File: src/rtl/ysyx_exu_csr_seq_if.sv
// Bundled ports of the EXU CSR sequencer: the op input channel, the CSR file port and the result channel.
// master = sequencer side, slave = producer / CSR file / consumer side.
`ifndef YSYX_W_WIDTH
`define YSYX_W_WIDTH 32
`endif

interface ysyx_exu_csr_seq_if #(
    parameter int BIT_W = `YSYX_W_WIDTH,
    parameter int R_W   = 12
);
    logic             in_valid;
    logic             in_ready;
    logic [2:0]       in_funct3;
    logic             in_ecall;
    logic             in_mret;
    logic [R_W-1:0]   in_csr_addr;
    logic [4:0]       in_rs1_idx;
    logic [BIT_W-1:0] in_rs1_data;
    logic [BIT_W-1:0] in_pc;

    logic [BIT_W-1:0] csr_rdata;
    logic [BIT_W-1:0] csr_mtvec;
    logic [BIT_W-1:0] csr_mepc;
    logic [R_W-1:0]   csr_waddr0;
    logic [R_W-1:0]   csr_waddr1;
    logic [BIT_W-1:0] csr_wdata0;
    logic [BIT_W-1:0] csr_wdata1;
    logic             csr_wen;
    logic             csr_exu_valid;
    logic             csr_ecallen;

    logic             out_valid;
    logic             out_ready;
    logic [BIT_W-1:0] out_rd_data;
    logic             out_redirect;
    logic [BIT_W-1:0] out_npc;
    logic             out_illegal;

    modport master (
        input  in_valid, in_funct3, in_ecall, in_mret, in_csr_addr, in_rs1_idx, in_rs1_data, in_pc,
        output in_ready,
        input  csr_rdata, csr_mtvec, csr_mepc,
        output csr_waddr0, csr_waddr1, csr_wdata0, csr_wdata1, csr_wen, csr_exu_valid, csr_ecallen,
        output out_valid, out_rd_data, out_redirect, out_npc, out_illegal,
        input  out_ready
    );

    modport slave (
        output in_valid, in_funct3, in_ecall, in_mret, in_csr_addr, in_rs1_idx, in_rs1_data, in_pc,
        input  in_ready,
        output csr_rdata, csr_mtvec, csr_mepc,
        input  csr_waddr0, csr_waddr1, csr_wdata0, csr_wdata1, csr_wen, csr_exu_valid, csr_ecallen,
        input  out_valid, out_rd_data, out_redirect, out_npc, out_illegal,
        output out_ready
    );
endinterface

File: src/rtl/ysyx_exu_csr_seq.sv
// EXU CSR access sequencer: IDLE -> RD -> WR -> RESP per CSR/ECALL/MRET op, all outputs registered.
// Optional macro YSYX_CSR_RO_CHECK_EN suppresses writes to read-only CSRs (addr[11:10]==2'b11) and flags out_illegal.
`ifndef YSYX_W_WIDTH
`define YSYX_W_WIDTH 32
`endif

module ysyx_exu_csr_seq #(
    parameter int BIT_W = `YSYX_W_WIDTH,
    parameter int R_W   = 12
) (
    input  logic                clk,
    input  logic                rst,
    input  logic                flush,
    ysyx_exu_csr_seq_if.master  bus
);
    typedef enum logic [1:0] {IDLE = 2'd0, RD = 2'd1, WR = 2'd2, RESP = 2'd3} state_e;

    state_e           state_q, state_d;
    logic             in_ready_q, in_ready_d;
    logic [2:0]       funct3_q, funct3_d;
    logic             ecall_q, ecall_d;
    logic             mret_q, mret_d;
    logic [R_W-1:0]   addr_q, addr_d;
    logic [4:0]       rs1_idx_q, rs1_idx_d;
    logic [BIT_W-1:0] rs1_data_q, rs1_data_d;
    logic [BIT_W-1:0] pc_q, pc_d;
    logic [BIT_W-1:0] rd_q, rd_d;
    logic             illegal_q, illegal_d;
    logic [R_W-1:0]   waddr0_q, waddr0_d;
    logic [R_W-1:0]   waddr1_q, waddr1_d;
    logic [BIT_W-1:0] wdata0_q, wdata0_d;
    logic [BIT_W-1:0] wdata1_q, wdata1_d;
    logic             wen_q, wen_d;
    logic             exu_valid_q, exu_valid_d;
    logic             ecallen_q, ecallen_d;
    logic             out_valid_q, out_valid_d;
    logic [BIT_W-1:0] out_rd_q, out_rd_d;
    logic             out_redirect_q, out_redirect_d;
    logic [BIT_W-1:0] out_npc_q, out_npc_d;
    logic             out_illegal_q, out_illegal_d;

    logic [BIT_W-1:0] src_s;
    logic [BIT_W-1:0] new_s;
    logic             wr_s;
    logic             ro_s;

    // Next-state and next-output logic for the whole sequencer.
    always_comb begin
        state_d        = state_q;
        in_ready_d     = in_ready_q;
        funct3_d       = funct3_q;
        ecall_d        = ecall_q;
        mret_d         = mret_q;
        addr_d         = addr_q;
        rs1_idx_d      = rs1_idx_q;
        rs1_data_d     = rs1_data_q;
        pc_d           = pc_q;
        rd_d           = rd_q;
        illegal_d      = illegal_q;
        waddr0_d       = waddr0_q;
        waddr1_d       = waddr1_q;
        wdata0_d       = wdata0_q;
        wdata1_d       = wdata1_q;
        wen_d          = 1'b0;
        exu_valid_d    = 1'b0;
        ecallen_d      = 1'b0;
        out_valid_d    = out_valid_q;
        out_rd_d       = out_rd_q;
        out_redirect_d = out_redirect_q;
        out_npc_d      = out_npc_q;
        out_illegal_d  = out_illegal_q;

        src_s = funct3_q[2] ? {{(BIT_W-5){1'b0}}, rs1_idx_q} : rs1_data_q;
        case (funct3_q[1:0])
            2'b01: begin
                new_s = src_s;
                wr_s  = 1'b1;
            end
            2'b10: begin
                new_s = bus.csr_rdata | src_s;
                wr_s  = (rs1_idx_q != 5'd0);
            end
            2'b11: begin
                new_s = bus.csr_rdata & ~src_s;
                wr_s  = (rs1_idx_q != 5'd0);
            end
            default: begin
                new_s = bus.csr_rdata;
                wr_s  = 1'b0;
            end
        endcase
`ifdef YSYX_CSR_RO_CHECK_EN
        ro_s = wr_s && (addr_q[R_W-1:R_W-2] == 2'b11);
`else
        ro_s = 1'b0;
`endif

        case (state_q)
            IDLE: begin
                if (bus.in_valid && in_ready_q) begin
                    state_d    = RD;
                    in_ready_d = 1'b0;
                    funct3_d   = bus.in_funct3;
                    ecall_d    = bus.in_ecall;
                    mret_d     = bus.in_mret && !bus.in_ecall;
                    addr_d     = bus.in_csr_addr;
                    rs1_idx_d  = bus.in_rs1_idx;
                    rs1_data_d = bus.in_rs1_data;
                    pc_d       = bus.in_pc;
                    waddr0_d   = bus.in_csr_addr;
                end else begin
                    state_d = IDLE;
                end
            end
            RD: begin
                if (flush) begin
                    state_d    = IDLE;
                    in_ready_d = 1'b1;
                end else if (ecall_q) begin
                    state_d     = WR;
                    rd_d        = {BIT_W{1'b0}};
                    illegal_d   = 1'b0;
                    wen_d       = 1'b1;
                    exu_valid_d = 1'b1;
                    ecallen_d   = 1'b1;
                    waddr0_d    = R_W'(12'h341);
                    wdata0_d    = pc_q;
                    waddr1_d    = R_W'(12'h342);
                    wdata1_d    = BIT_W'(32'd11);
                end else if (mret_q) begin
                    state_d   = WR;
                    rd_d      = {BIT_W{1'b0}};
                    illegal_d = 1'b0;
                end else begin
                    state_d   = WR;
                    rd_d      = bus.csr_rdata;
                    illegal_d = ro_s;
                    if (wr_s && !ro_s) begin
                        wen_d       = 1'b1;
                        exu_valid_d = 1'b1;
                        waddr0_d    = addr_q;
                        wdata0_d    = new_s;
                        waddr1_d    = addr_q;
                        wdata1_d    = new_s;
                    end else begin
                        waddr0_d = addr_q;
                    end
                end
            end
            WR: begin
                // Committed: flush no longer has any effect from here on.
                state_d        = RESP;
                out_valid_d    = 1'b1;
                out_rd_d       = rd_q;
                out_redirect_d = ecall_q || mret_q;
                out_npc_d      = ecall_q ? bus.csr_mtvec : (mret_q ? bus.csr_mepc : {BIT_W{1'b0}});
                out_illegal_d  = illegal_q;
                waddr0_d       = addr_q;
                waddr1_d       = {R_W{1'b0}};
                wdata0_d       = {BIT_W{1'b0}};
                wdata1_d       = {BIT_W{1'b0}};
            end
            RESP: begin
                if (bus.out_ready) begin
                    state_d        = IDLE;
                    in_ready_d     = 1'b1;
                    out_valid_d    = 1'b0;
                    out_rd_d       = {BIT_W{1'b0}};
                    out_redirect_d = 1'b0;
                    out_npc_d      = {BIT_W{1'b0}};
                    out_illegal_d  = 1'b0;
                end else begin
                    state_d = RESP;
                end
            end
            default: begin
                state_d    = IDLE;
                in_ready_d = 1'b1;
            end
        endcase
    end

    // State and registered-output flops; async active-low reset clears everything at once.
    always_ff @(posedge clk or negedge rst) begin
        if (!rst) begin
            state_q        <= IDLE;
            in_ready_q     <= 1'b0;
            funct3_q       <= 3'd0;
            ecall_q        <= 1'b0;
            mret_q         <= 1'b0;
            addr_q         <= {R_W{1'b0}};
            rs1_idx_q      <= 5'd0;
            rs1_data_q     <= {BIT_W{1'b0}};
            pc_q           <= {BIT_W{1'b0}};
            rd_q           <= {BIT_W{1'b0}};
            illegal_q      <= 1'b0;
            waddr0_q       <= {R_W{1'b0}};
            waddr1_q       <= {R_W{1'b0}};
            wdata0_q       <= {BIT_W{1'b0}};
            wdata1_q       <= {BIT_W{1'b0}};
            wen_q          <= 1'b0;
            exu_valid_q    <= 1'b0;
            ecallen_q      <= 1'b0;
            out_valid_q    <= 1'b0;
            out_rd_q       <= {BIT_W{1'b0}};
            out_redirect_q <= 1'b0;
            out_npc_q      <= {BIT_W{1'b0}};
            out_illegal_q  <= 1'b0;
        end else begin
            // in_ready comes up on the first edge after reset release, since it flops the IDLE status.
            state_q        <= state_d;
            in_ready_q     <= (state_d == IDLE);
            funct3_q       <= funct3_d;
            ecall_q        <= ecall_d;
            mret_q         <= mret_d;
            addr_q         <= addr_d;
            rs1_idx_q      <= rs1_idx_d;
            rs1_data_q     <= rs1_data_d;
            pc_q           <= pc_d;
            rd_q           <= rd_d;
            illegal_q      <= illegal_d;
            waddr0_q       <= waddr0_d;
            waddr1_q       <= waddr1_d;
            wdata0_q       <= wdata0_d;
            wdata1_q       <= wdata1_d;
            wen_q          <= wen_d;
            exu_valid_q    <= exu_valid_d;
            ecallen_q      <= ecallen_d;
            out_valid_q    <= out_valid_d;
            out_rd_q       <= out_rd_d;
            out_redirect_q <= out_redirect_d;
            out_npc_q      <= out_npc_d;
            out_illegal_q  <= out_illegal_d;
        end
    end

    logic unused_in_ready_d;
    assign unused_in_ready_d = in_ready_d;

    assign bus.in_ready      = in_ready_q;
    assign bus.csr_waddr0    = waddr0_q;
    assign bus.csr_waddr1    = waddr1_q;
    assign bus.csr_wdata0    = wdata0_q;
    assign bus.csr_wdata1    = wdata1_q;
    assign bus.csr_wen       = wen_q;
    assign bus.csr_exu_valid = exu_valid_q;
    assign bus.csr_ecallen   = ecallen_q;
    assign bus.out_valid     = out_valid_q;
    assign bus.out_rd_data   = out_rd_q;
    assign bus.out_redirect  = out_redirect_q;
    assign bus.out_npc       = out_npc_q;
    assign bus.out_illegal   = out_illegal_q;
endmodule

File: src/flat_wrapper.sv
// flat-port wrapper written by rule: the top's interface ports become plain ports
module ysyx_exu_csr_seq_flat 
#(
    parameter int BIT_W = `YSYX_W_WIDTH,
    parameter int R_W   = 12
)
  (clk, rst, flush, bus_in_valid, bus_in_funct3, bus_in_ecall, bus_in_mret, bus_in_csr_addr, bus_in_rs1_idx, bus_in_rs1_data, bus_in_pc, bus_in_ready, bus_csr_rdata, bus_csr_mtvec, bus_csr_mepc, bus_csr_waddr0, bus_csr_waddr1, bus_csr_wdata0, bus_csr_wdata1, bus_csr_wen, bus_csr_exu_valid, bus_csr_ecallen, bus_out_valid, bus_out_rd_data, bus_out_redirect, bus_out_npc, bus_out_illegal, bus_out_ready);
  ysyx_exu_csr_seq_if #(.BIT_W(BIT_W), .R_W(R_W)) bus_i ();
  input  logic clk;
  input  logic rst;
  input  logic flush;
  input wire logic [$bits(bus_i.in_valid)-1:0] bus_in_valid;
  input wire logic [$bits(bus_i.in_funct3)-1:0] bus_in_funct3;
  input wire logic [$bits(bus_i.in_ecall)-1:0] bus_in_ecall;
  input wire logic [$bits(bus_i.in_mret)-1:0] bus_in_mret;
  input wire logic [$bits(bus_i.in_csr_addr)-1:0] bus_in_csr_addr;
  input wire logic [$bits(bus_i.in_rs1_idx)-1:0] bus_in_rs1_idx;
  input wire logic [$bits(bus_i.in_rs1_data)-1:0] bus_in_rs1_data;
  input wire logic [$bits(bus_i.in_pc)-1:0] bus_in_pc;
  output wire logic [$bits(bus_i.in_ready)-1:0] bus_in_ready;
  input wire logic [$bits(bus_i.csr_rdata)-1:0] bus_csr_rdata;
  input wire logic [$bits(bus_i.csr_mtvec)-1:0] bus_csr_mtvec;
  input wire logic [$bits(bus_i.csr_mepc)-1:0] bus_csr_mepc;
  output wire logic [$bits(bus_i.csr_waddr0)-1:0] bus_csr_waddr0;
  output wire logic [$bits(bus_i.csr_waddr1)-1:0] bus_csr_waddr1;
  output wire logic [$bits(bus_i.csr_wdata0)-1:0] bus_csr_wdata0;
  output wire logic [$bits(bus_i.csr_wdata1)-1:0] bus_csr_wdata1;
  output wire logic [$bits(bus_i.csr_wen)-1:0] bus_csr_wen;
  output wire logic [$bits(bus_i.csr_exu_valid)-1:0] bus_csr_exu_valid;
  output wire logic [$bits(bus_i.csr_ecallen)-1:0] bus_csr_ecallen;
  output wire logic [$bits(bus_i.out_valid)-1:0] bus_out_valid;
  output wire logic [$bits(bus_i.out_rd_data)-1:0] bus_out_rd_data;
  output wire logic [$bits(bus_i.out_redirect)-1:0] bus_out_redirect;
  output wire logic [$bits(bus_i.out_npc)-1:0] bus_out_npc;
  output wire logic [$bits(bus_i.out_illegal)-1:0] bus_out_illegal;
  input wire logic [$bits(bus_i.out_ready)-1:0] bus_out_ready;
  assign bus_i.in_valid = bus_in_valid;
  assign bus_i.in_funct3 = bus_in_funct3;
  assign bus_i.in_ecall = bus_in_ecall;
  assign bus_i.in_mret = bus_in_mret;
  assign bus_i.in_csr_addr = bus_in_csr_addr;
  assign bus_i.in_rs1_idx = bus_in_rs1_idx;
  assign bus_i.in_rs1_data = bus_in_rs1_data;
  assign bus_i.in_pc = bus_in_pc;
  assign bus_in_ready = bus_i.in_ready;
  assign bus_i.csr_rdata = bus_csr_rdata;
  assign bus_i.csr_mtvec = bus_csr_mtvec;
  assign bus_i.csr_mepc = bus_csr_mepc;
  assign bus_csr_waddr0 = bus_i.csr_waddr0;
  assign bus_csr_waddr1 = bus_i.csr_waddr1;
  assign bus_csr_wdata0 = bus_i.csr_wdata0;
  assign bus_csr_wdata1 = bus_i.csr_wdata1;
  assign bus_csr_wen = bus_i.csr_wen;
  assign bus_csr_exu_valid = bus_i.csr_exu_valid;
  assign bus_csr_ecallen = bus_i.csr_ecallen;
  assign bus_out_valid = bus_i.out_valid;
  assign bus_out_rd_data = bus_i.out_rd_data;
  assign bus_out_redirect = bus_i.out_redirect;
  assign bus_out_npc = bus_i.out_npc;
  assign bus_out_illegal = bus_i.out_illegal;
  assign bus_i.out_ready = bus_out_ready;
  ysyx_exu_csr_seq #(.BIT_W(BIT_W), .R_W(R_W)) u_core (.clk(clk), .rst(rst), .flush(flush), .bus(bus_i));
endmodule
File: config.mk
export PLATFORM = sky130hd
export DESIGN_NAME = ysyx_exu_csr_seq_flat
export DESIGN_NICKNAME = d
export VERILOG_FILES = /design/src/rtl/ysyx_exu_csr_seq_if.sv /design/src/rtl/ysyx_exu_csr_seq.sv /design/src/flat_wrapper.sv
export SDC_FILE = /design/constraint.sdc
export NUM_CORES = 1
export LEC_CHECK = 0
export BUFFER_PORTS_ARGS = -buffer_cell sky130_fd_sc_hd__buf_2
export CAP_MARGIN = 20
export CORE_AREA = 2 2 193 214
export DETAILED_ROUTE_END_ITERATION = 6
export DIE_AREA = 0 0 195 216
export PLACE_DENSITY_LB_ADDON = 0.05
export SYNTH_ARGS = -nofsm -noshare
export SYNTH_HDL_FRONTEND = slang
export SYNTH_SLANG_ARGS = --single-unit
File: constraint.sdc
create_clock -name clk -period 2.8 [get_ports clk]
set_input_delay 0.28 -clock clk [delete_from_list [all_inputs] [get_ports clk]]
set_output_delay 0.28 -clock clk [all_outputs]
set_load 0.05 [all_outputs]
Word level (Yosys, flattened, before mapping):

Cells that the tools add are included.

* word-level logic and storage cells: 96
* bits in registers: 278
* output and inout bits: 159

* equal/unequal tests: 11
* mux-type cells: 44
* reductions and logical operators: 16
* bitwise operators: 4

Operators by type and width (number)
* 32-bit 2-to-1 mux: 12
* 32-bit one-hot mux with 2 select lines: 4
* 12-bit 2-to-1 mux: 8
* 32-bit one-hot mux with 3 select lines: 1
* 12-bit one-hot mux with 3 select lines: 1
* 32-bit bitwise AND: 1
* 32-bit inverter: 1
* 32-bit OR: 1
* 12-bit one-hot mux with 2 select lines: 1
* 1-bit 2-to-1 mux: 10
* 2-bit == test, second input constant: 4
* 1-bit one-hot mux with 2 select lines: 4
* 2-bit one-hot mux with 4 select lines: 1
* 4-bit AND reduction: 2
* 2-bit AND reduction: 3
* 5-bit nonzero test: 1
* 2-bit by 1-bit == test with 1-bit output, second input constant: 2
* 2-bit logical NOT: 2
* 2-bit 2-to-1 mux: 2
* 2-bit inequality test, second input constant: 2
* 2-bit nonzero test: 2
* 3-bit by 1-bit inequality test with 1-bit output, second input constant: 1
* 3-bit by 2-bit inequality test with 1-bit output, second input constant: 1
* 3-bit nonzero test: 1
* 6 further kinds: 7

Logic depth before layout (Yosys ltp):

Gate-level depths: netlist of the first run.

* depth in word-level cells: 9
* depth in mapped cells: 12
* mapped depth without buffers: 6

Worst setup path before layout of the first run:

Ideal clock, no wire load.

* path kind: register to register
* start point: reg u_core.state_q[1]
* end point: reg u_core.wdata1_q[30] (netlist: u_core.bus.csr_wdata1[30])
* stages on the path, launching flop included: 13
* library setup time: 75 ps
* arrival time: 2319 ps
* slack: 406 ps
* path buffers: 6
* path through: dfrtp_1 > inv_1 > ha_1 > buf_4 > nand2b_1 > buf_6 > or3_1 > clkbuf_1 > or4_1 > clkbuf_1 > buf_6 > buf_6 > o2bb2ai_2

* longest elaborated chain between the ends: 3
* elaborated cells between the ends (all ways): 8
* classes of those cells: 5 x eq/ne; 1 x mux; 2 x reduce/logical

Ends and longest elaborated chain
* start, declared: RTL line ysyx_exu_csr_seq.sv:18 `state_e state_q, state_d;`
* start signal, assigned: RTL line ysyx_exu_csr_seq.sv:211 `state_q <= state_d;`
* 2-bit by 1-bit == test with 1-bit output or 2-bit == test (tied branches): RTL line ysyx_exu_csr_seq.sv:98 `case (state_q)`
* 3-bit by 2-bit inequality test with 1-bit output (no line) (tied with other cells)
* 4-bit AND reduction (no line)
* end signal, assigned: RTL line ysyx_exu_csr_seq.sv:200 `wdata1_q <= {BIT_W{1'b0}};`
* end signal, assigned: RTL line ysyx_exu_csr_seq.sv:225 `wdata1_q <= wdata1_d;`
* end, declared: RTL line ysyx_exu_csr_seq.sv:32 `logic [BIT_W-1:0] wdata1_q, wdata1_d;`

Parallel ways exist; a longest one is shown, timed or not.
A chain may end at the register's enable or synchronous reset.

Worst setup path in the final report of the first run:

* start point: reg u_core.state_q[1]
* end point: reg u_core.waddr1_q[0] (netlist: u_core.bus.csr_waddr1[0])

* longest elaborated chain between the ends: 3
* elaborated cells between the ends (all ways): 8
* classes of those cells: 5 x eq/ne; 1 x mux; 2 x reduce/logical

Ends and longest elaborated chain
* 2-bit by 1-bit == test with 1-bit output or 2-bit == test (tied branches): RTL line ysyx_exu_csr_seq.sv:98
* 3-bit by 2-bit inequality test with 1-bit output (no line) (tied with other cells)
* 4-bit AND reduction (no line)
* end signal, assigned: RTL line ysyx_exu_csr_seq.sv:198 `waddr1_q <= {R_W{1'b0}};`
* end signal, assigned: RTL line ysyx_exu_csr_seq.sv:223 `waddr1_q <= waddr1_d;`
* end, declared: RTL line ysyx_exu_csr_seq.sv:30 `logic [R_W-1:0] waddr1_q, waddr1_d;`

Parallel ways exist; a longest one is shown, timed or not.

==> results.py, run 1 <==
metrics = {
    "outcome": {
        "status": "complete, no violations",
    },
    "pwr": {
        "intPower_mw": 11.6,
        "seqPwrFrac_pct": 31.9,
        "clock_power_share_pct": 20.3,
        "ir_drop_v": 0.000543,
        "p_sw_mw": 9.62,
        "switching_share_pct": 45.4,
        "power_leakage_nw": 7.85,
        "power_frac_comb_pct": 47.8,
        "p_per_area_nw_per_um2": 1310,
    },
    "layout": {
        "syn2layout_area_growth_pct": 36.0,
        "finalNetCount": 1611,
        "layout_common_cells": "343 x buf_2, 276 x dfrtp_1, 129 x nand2_1, 98 x mux2_2, 78 x dlygate4sd3_1",
        "stdcell_area_um2": 16200,
        "diodes": 0,
        "drive_gt1_share_pct": 38.7,
        "final_common_cell": "buf_2",
    },
    "grt": {
        "use_met2_pct": 28.7,
        "grt_pass1_wl_um": 60600,
        "grt_usage_pct": 18.8,
        "antenna_found_initial": 2,
        "grt-busiest-layer": "met2",
        "grt_overflow": 0,
        "grt_start_max_net_pins": 92,
        "grt_use_met3_pct": 4.53,
        "grt_pass1_vias": 9529,
        "grt_use_met1_pct": 26.5,
    },
    "worst_setup_path": {
        "r2r.worst_path.cells": 8,
        "r2r_slack_ns": 0.36,
        "cp.required_ns": 3.25,
        "path_cells": "inv_1 > ha_1 > buf_4 > nand3b_1 > a21boi_0 > o21a_2 > buf_4 > a22o_1",
        "slowest_stage": "o21a_2",
        "cp_top_family": "compound AO/OA/AOI/OAI gates",
        "r2r_end": "u_core.bus.csr_waddr1[0]",
        "cpPeakStageDelay_ns": 0.46,
        "path_common_cell": "buf_4",
        "crit_path_end_kind": "flop",
        "cp_max_fo": 11,
        "start_kind": "flop",
        "rr_startpoint": "u_core.state_q[1]",
        "path_class": "reg -> reg",
        "critical_path_buf_inv_count": 3,
        "cp_data_arrival_time_ns": 2.89,
    },
    "hold_path": {
        "hold_path_depth": 2,
        "worstHoldPathType": "in -> reg",
        "hold_path_startpoint": "bus_in_pc[8]",
        "whs_endpoint": "u_core.pc_q[8]",
    },
    "place": {
        "placed_cell_area_um2": 14300,
        "dpl_worst_slack_ns": 0.362,
        "dp.final_hpwl_um": 27600,
        "gp_congestion": 0.761,
        "place.port_buffers": 344,
    },
    "synth": {
        "syn_avg_cell_area_um2": 11.8,
        "post_synth_num_cell_types": 41,
        "seq_area_frac_synth_pct": 58.3,
        "syn_nets": 1202,
        "synth_cells": 1009,
        "syn-cell-area_um2": 11900,
        "synth.ff_latch_count": 277,
        "yosysWarnings": 0,
    },
    "detailed_routing": {
        "dr.first_iter.drc_count": 428,
        "vias_per_cell": 4.79,
        "routedWlPerCell_um": 20.1,
        "first_pass_iters": 5,
        "drtAntennaViolNets": 0,
        "drc_errors": 0,
        "vias": 9369,
        "drt-total-wl_um": 39400,
    },
    "timing": {
        "drv_slew": 0,
        "finalHoldViolations": 0,
        "finalCriticalPeriod_ns": 2.44,
        "rsz0062_at_grt": "false",
        "timing.fmax_ghz": 0.411,
        "setup_tns_ns": 0,
        "worst_pin_slew_ns": 0.841,
        "fin_crit_sh_pct": 87.0,
        "max_slew_margin_pct": 43.8,
        "setup_ws_ns": 0.365,
        "final-setup-viol-count": 0,
        "finalClockSkew_ns": 0.0208,
    },
    "clock_tree": {
        "cts_tree": "done",
        "postCtsHoldBufs": 78,
        "cts_root_buffer": "clkbuf_16",
        "cts_resized": 0,
        "clkLatencyLatePin_ns": 0.52,
        "cts_buffer_depth": 3,
        "clock_sinks": 277,
        "post_cts_buffers": 0,
        "htree_num_levels": 2,
        "clk_pin_slew_worst_paths_ns": 0.06,
        "cts_made_buffers": 34,
    },
    "floorplan": {
        "start_util_pct": 29.8,
        "fp.coreArea_um2": 39900,
        "num_io_pins": 346,
        "die_w_um": 195,
        "dieArea_um2": 42100,
        "num_rows": 77,
        "die_h_um": 216,
    },
    "job": {
        "drv_cap": 0,
    },
}
[worst max-delay path by stage]
stage	startpoint	endpoint	cells after the start	slack [ns]
6_report	u_core.state_q[1]	u_core.bus.csr_waddr1[0]	8	0.36
3_5_place_dp	u_core.state_q[1]	u_core.bus.csr_waddr1[0]	8	0.36
3_3_place_gp	u_core.state_q[1]	u_core.bus.csr_wdata0[17]	7	0.40
5_1_grt	u_core.state_q[1]	u_core.bus.csr_waddr1[0]	8	0.19
4_1_cts	u_core.state_q[1]	u_core.bus.csr_waddr1[0]	8	0.35
2_1_floorplan	u_core.state_q[1]	u_core.bus.csr_wdata1[30]	12	0.41
[layout make-up]
class / count / area, um^2
Multi-Input combinational cell: 605 / 4500
Timing Repair Buffer: 454 / 2850
Fill cell: 3965 / 23700
Inverter: 46 / 173
Tap cell: 513 / 642
Clock buffer: 47 / 951
Clock inverter: 14 / 126
Sequential cell: 277 / 6930
[power by group through the flow]
stage	clock, mW	combinational (mW)	sequential (mW)
2_1_floorplan	0	4.47	9.47
3_3_place_gp	0	10.1	6.83
3_5_place_dp	0	10.2	6.83
4_1_cts	4.46	10.3	6.78
5_1_grt	4.62	10.9	6.99
6_report	4.30	10.1	6.77
[Yosys cell counts]
master	instances	area, um^2
a21o_1	1	7.51
a22oi_1	58	435
o31a_1	1	8.76
buf_2	8	40.0
o221ai_1	32	280
o32ai_1	3	26.3
buf_4	3	22.5
conb_1	1	3.75
or2_2	1	6.26
ha_1	6	75.1
inv_1	45	169
o22ai_1	1	6.26
nand3b_1	33	248
o21ai_0	67	335
xnor2_1	2	17.5
o21a_1	2	15.0
o31ai_1	1	7.51
a22o_1	48	420
nor3_1	3	15.0
nand3_1	5	25.0
clkbuf_1	58	218
a21boi_0	2	15.0
nor3b_1	2	15.0
or3_1	1	6.26
buf_1	8	30.0
nor2b_1	31	194
dfrtp_1	277	6930
nor4_1	1	6.26
o21ai_1	1	5.00
o2bb2ai_1	20	175
buf_6	4	45.0
or4_1	2	15.0
nand2_1	129	484
o22a_1	2	17.5
nand2b_1	3	18.8
clkinv_1	1	3.75
nor2_1	13	48.8
mux2i_1	5	50.1
mux2_2	98	1100
o2bb2ai_2	20	300
a21oi_1	10	50.1
[cells by family (layout without fill, tap and decap cells)]
kind of cell	after synthesis	in the layout	synth area share [%]
XOR/XNOR	2	2	0.147
multiplexers	103	103	9.70
AND/OR/NAND/NOR	224	224	9.10
AO/OA/AOI/OAI	269	269	17.7
other	1	1	0.0315
adder cells (fa/ha/maj)	6	6	0.631
buffers and inverters	127	561	4.44
flip-flops	277	277	58.3
[state kept, by name, indices dropped and copies added, names as in the netlist, 2 cells and up]
| signal | count |
|---|---|
| u_core.addr_q | 12 |
| u_core.bus.csr_waddr0 | 12 |
| u_core.bus.csr_waddr1 | 12 |
| u_core.bus.csr_wdata0 | 32 |
| u_core.bus.csr_wdata1 | 32 |
| u_core.bus.out_npc | 32 |
| u_core.bus.out_rd_data | 32 |
| u_core.funct3_q | 3 |
| u_core.pc_q | 32 |
| u_core.rd_q | 32 |
| u_core.rs1_data_q | 32 |
| u_core.rs1_idx_q | 5 |
| u_core.state_q | 2 |
[metal layers]
metal | part of all wire (%) | vias up
li1 | - | 4442
met3 | 6.2 | 51
met2 | 45 | 270
met5 | 0.043 | -
met4 | 2.3 | 2
met1 | 47 | 4604
[per-stage QoR]
stage / utilization (%) / hold WS [ns] / total power, mW / instances
detailed placement: 35.9 / 0.380 / 17.0 / 1817
global route: 40.6 / 0.00853 / 22.5 / 1956
CTS: 40.6 / 0.00289 / 21.5 / 1956
global placement: 35.9 / 0.384 / 16.9 / 1817
floorplan: - / -0.0156 / 13.9 / 1009
finish: 40.6 / 0.0227 / 21.2 / 1956
Power figures use the tool's default switching activity.
==> run 2, diff against run 1 <==
Settings changed: ABC_AREA set to 1, CORE_AREA 2 2 193 214 to 2 2 197 218, DIE_AREA 0 0 195 216 to 0 0 199 220, SETUP_SLACK_MARGIN set to 0.2.
==> run 2 against run 1 <==
  * Count of clock-buffer cells in the layout grew 3
  * Utilization shrank 0.75 points
  * Clock power grew 8.6%
  * Design area grew 2.9%
  * Final cell count grew 21%
  * Die area grew 3.9%
  * Register-to-register slack gained 0.14 ns
  * Worst hold slack lost 0.022 ns
  * Via count grew 17%
  * Sequential share of layout area shrank 1.2 points
  * Fmax grew 6.0%
  * Critical endpoint is now u_core.bus.csr_waddr1[4]
  * Largest cell class unchanged
  * Highest routed layer unchanged
==> results.py, run 2 <==
metrics = {
    "place": {
        "place.port_buffers": 344,
        "dp.final_hpwl_um": 29900,
        "dpl_worst_slack_ns": 0.445,
        "gp_congestion": 0.786,
    },
    "clock_tree": {
        "clock_sinks": 277,
        "cts_made_buffers": 35,
        "clk_pin_slew_worst_paths_ns": 0.06,
        "cts_buffer_depth": 3,
        "clkLatencyLatePin_ns": 0.52,
        "htree_num_levels": 2,
        "cts_root_buffer": "clkbuf_16",
        "cts_tree": "done",
    },
    "worst_setup_path": {
        "path_common_cell": "nand2_4",
        "slowest_stage": "nand2_4",
        "r2r_slack_ns": 0.50,
        "cp_max_fo": 31,
        "path_cells": "inv_1 > ha_1 > nand3_1 > nor2_2 > nand2_4 > nand2_4 > nand2_1 > o21ai_1",
        "crit_path_end_kind": "flop",
        "cp_data_arrival_time_ns": 2.74,
        "cpPeakStageDelay_ns": 0.49,
        "start_kind": "flop",
        "path_class": "reg -> reg",
        "cp.required_ns": 3.24,
    },
    "synth": {
        "synthMuxAreaShare_pct": 0,
        "ys_async_sr_fraction_pct": 100,
        "yosysWarnings": 0,
        "synth.ff_latch_count": 277,
        "synthTopCellsByArea": "dfrtp_1 56%, nand2_1 10%, inv_1 5.6%",
        "synth.most_common_cell": "nand2_1",
        "synth_cells": 1385,
        "synth_edf_count": 0,
        "ys.flop_type": "dfrtp_1",
        "syn_nets": 1578,
        "post_synth_num_cell_types": 31,
        "synth_xor_area_share_pct": 0,
        "synth-compound-area-share_pct": 12.1,
        "synthAdderAreaFrac_pct": 0.607,
        "seq_area_frac_synth_pct": 56.0,
        "synth-simple-area-share_pct": 21.8,
        "syn-cell-area_um2": 12400,
        "syn_avg_cell_area_um2": 8.93,
        "synth_top_family_by_area": "simple AND/OR/NAND/NOR gates",
        "synth_top_area_cell": "dfrtp_1",
        "ys_top_cells_by_count": "333 x nand2_1, 277 x dfrtp_1, 184 x inv_1, 137 x nand3_1, 73 x o22ai_1",
        "yosys.area.top_type_share_pct": 56.0,
    },
    "detailed_routing": {
        "drtAntennaViolNets": 0,
        "drc_errors": 0,
        "first_pass_iters": 5,
        "dr.first_iter.drc_count": 613,
        "routedWlPerCell_um": 18.3,
        "vias": 11000,
        "drt-total-wl_um": 43300,
        "vias_per_cell": 4.63,
    },
    "timing": {
        "final-setup-viol-count": 0,
        "timing.fmax_ghz": 0.435,
        "finalHoldViolations": 0,
        "setup_ws_ns": 0.503,
        "finalCriticalPeriod_ns": 2.30,
        "worst_pin_slew_ns": 0.608,
        "fin_crit_sh_pct": 82.0,
        "finalClockSkew_ns": 0.0133,
        "setup_tns_ns": 0,
        "rsz0062_at_grt": "false",
        "drv_slew": 0,
        "max_slew_margin_pct": 59.0,
    },
    "layout": {
        "layout_common_cells": "343 x buf_2, 331 x nand2_1, 276 x dfrtp_1, 184 x inv_1, 137 x nand3_1",
        "drive_gt1_share_pct": 28.5,
        "syn2layout_area_growth_pct": 34.5,
        "finalNetCount": 1970,
        "final_common_cell": "buf_2",
    },
    "floorplan": {
        "die_h_um": 220,
        "dieArea_um2": 43800,
        "start_util_pct": 29.6,
        "fp.coreArea_um2": 41800,
        "num_io_pins": 346,
        "num_rows": 79,
        "die_w_um": 199,
    },
    "pwr": {
        "switching_share_pct": 47.3,
        "p_sw_mw": 9.80,
        "ir_drop_v": 0.000650,
        "power_leakage_nw": 8.51,
        "power_frac_comb_pct": 45.9,
        "intPower_mw": 10.9,
        "clock_power_share_pct": 22.5,
        "p_per_area_nw_per_um2": 1240,
        "seqPwrFrac_pct": 31.6,
    },
    "grt": {
        "grt_pass1_vias": 10900,
        "grt_start_max_net_pins": 93,
        "grt_pass1_wl_um": 65700,
        "grt_usage_pct": 19.7,
        "antenna_found_initial": 3,
        "grt_overflow": 0,
    },
    "hold_path": {
        "worstHoldPathType": "in -> reg",
    },
    "outcome": {
        "status": "complete, no violations",
    },
    "job": {
        "drv_cap": 0,
    },
}
run 2: changes by cell type after synthesis, moves of 45 or more:
cell,previous run,this run
a22o_1,48,0
inv_1,45,184
mux2_2,98,0
nand2_1,129,333
nand3_1,5,137
nand4_1,0,45
o22ai_1,1,73
run 2: cell families after synthesis:
logic type      Yosys count
fa+ha+maj                 6
simple gates            579
compound gates          242
other cells               1
flops                   277
buf+inv                 280
run 2: what timing repair did:
item	CTS	global route
resized for setup	0	0
hold buffers	72	0
hold endpoints to repair	118	0
setup buffers	0	0
run 2: through the flow:
stage	hold slack (ns)	total power [mW]	util, %	instance area (um^2)	instances
floorplan	-0.0156	13.2	-	12400	1385
global placement	0.237	16.1	35.2	14700	2235
detailed placement	0.236	16.1	35.2	14700	2235
CTS	0.00327	21.0	39.8	16600	2366
global route	0.00599	22.1	39.8	16600	2367
finish	0.000576	20.7	39.8	16600	2368
run 2: metal layers:
metal	GRT usage, %	part of all wire [%]	wire (um)	vias up
met2	30.3	45	19500	288
li1	-	-	-	5332
met1	28.5	48	20800	5298
met4	5.40	1.9	820	2
met5	0	0.021	9	-
met3	3.23	4.8	2090	50
run 2: final cells by class:
| type | instances | area, um^2 |
|---|---|---|
| Fill cell | 4389 | 25200 |
| Sequential cell | 277 | 6930 |
| Multi-Input combinational cell | 828 | 4320 |
| Timing Repair Buffer | 444 | 2780 |
| Clock buffer | 50 | 1060 |
| Inverter | 191 | 719 |
| Tap cell | 567 | 709 |
| Clock inverter | 9 | 123 |
| Antenna cell | 2 | 5.00 |
run 2: critical path, delay by kind of cell (launching register included):
family,cells,cell delay (ns)
adder cells (fa/ha/maj),1,0.22
buffers and inverters,1,0.11
flip-flops,1,0.42
AND/OR/NAND/NOR,5,1.25
AO/OA/AOI/OAI,1,0.20
run 2: power by group through the flow:
stage / sequential (mW) / clock [mW] / combinational (mW)
floorplan: 9.18 / 0 / 4.05
global route: 6.74 / 4.98 / 10.4
global placement: 6.59 / 0 / 9.51
CTS: 6.54 / 4.82 / 9.64
detailed placement: 6.59 / 0 / 9.53
finish: 6.54 / 4.67 / 9.50
run 2: path summary, 6_finish.rpt:
check                                  startpoint                         end  cells past startpoint
worst max-delay path            u_core.state_q[1]    u_core.bus.csr_waddr1[4]                      8
worst min-delay path                  bus_in_mret               u_core.mret_q                      3
worst max register to register  u_core.state_q[1]    u_core.bus.csr_waddr1[4]                      8
worst min register to register    u_core.pc_q[31]             u_core.pc_q[31]                      2
max in group asynchronous                     rst  u_core.bus.out_rd_data[13]                      3
min in group asynchronous                     rst      u_core.bus.out_npc[11]                      2
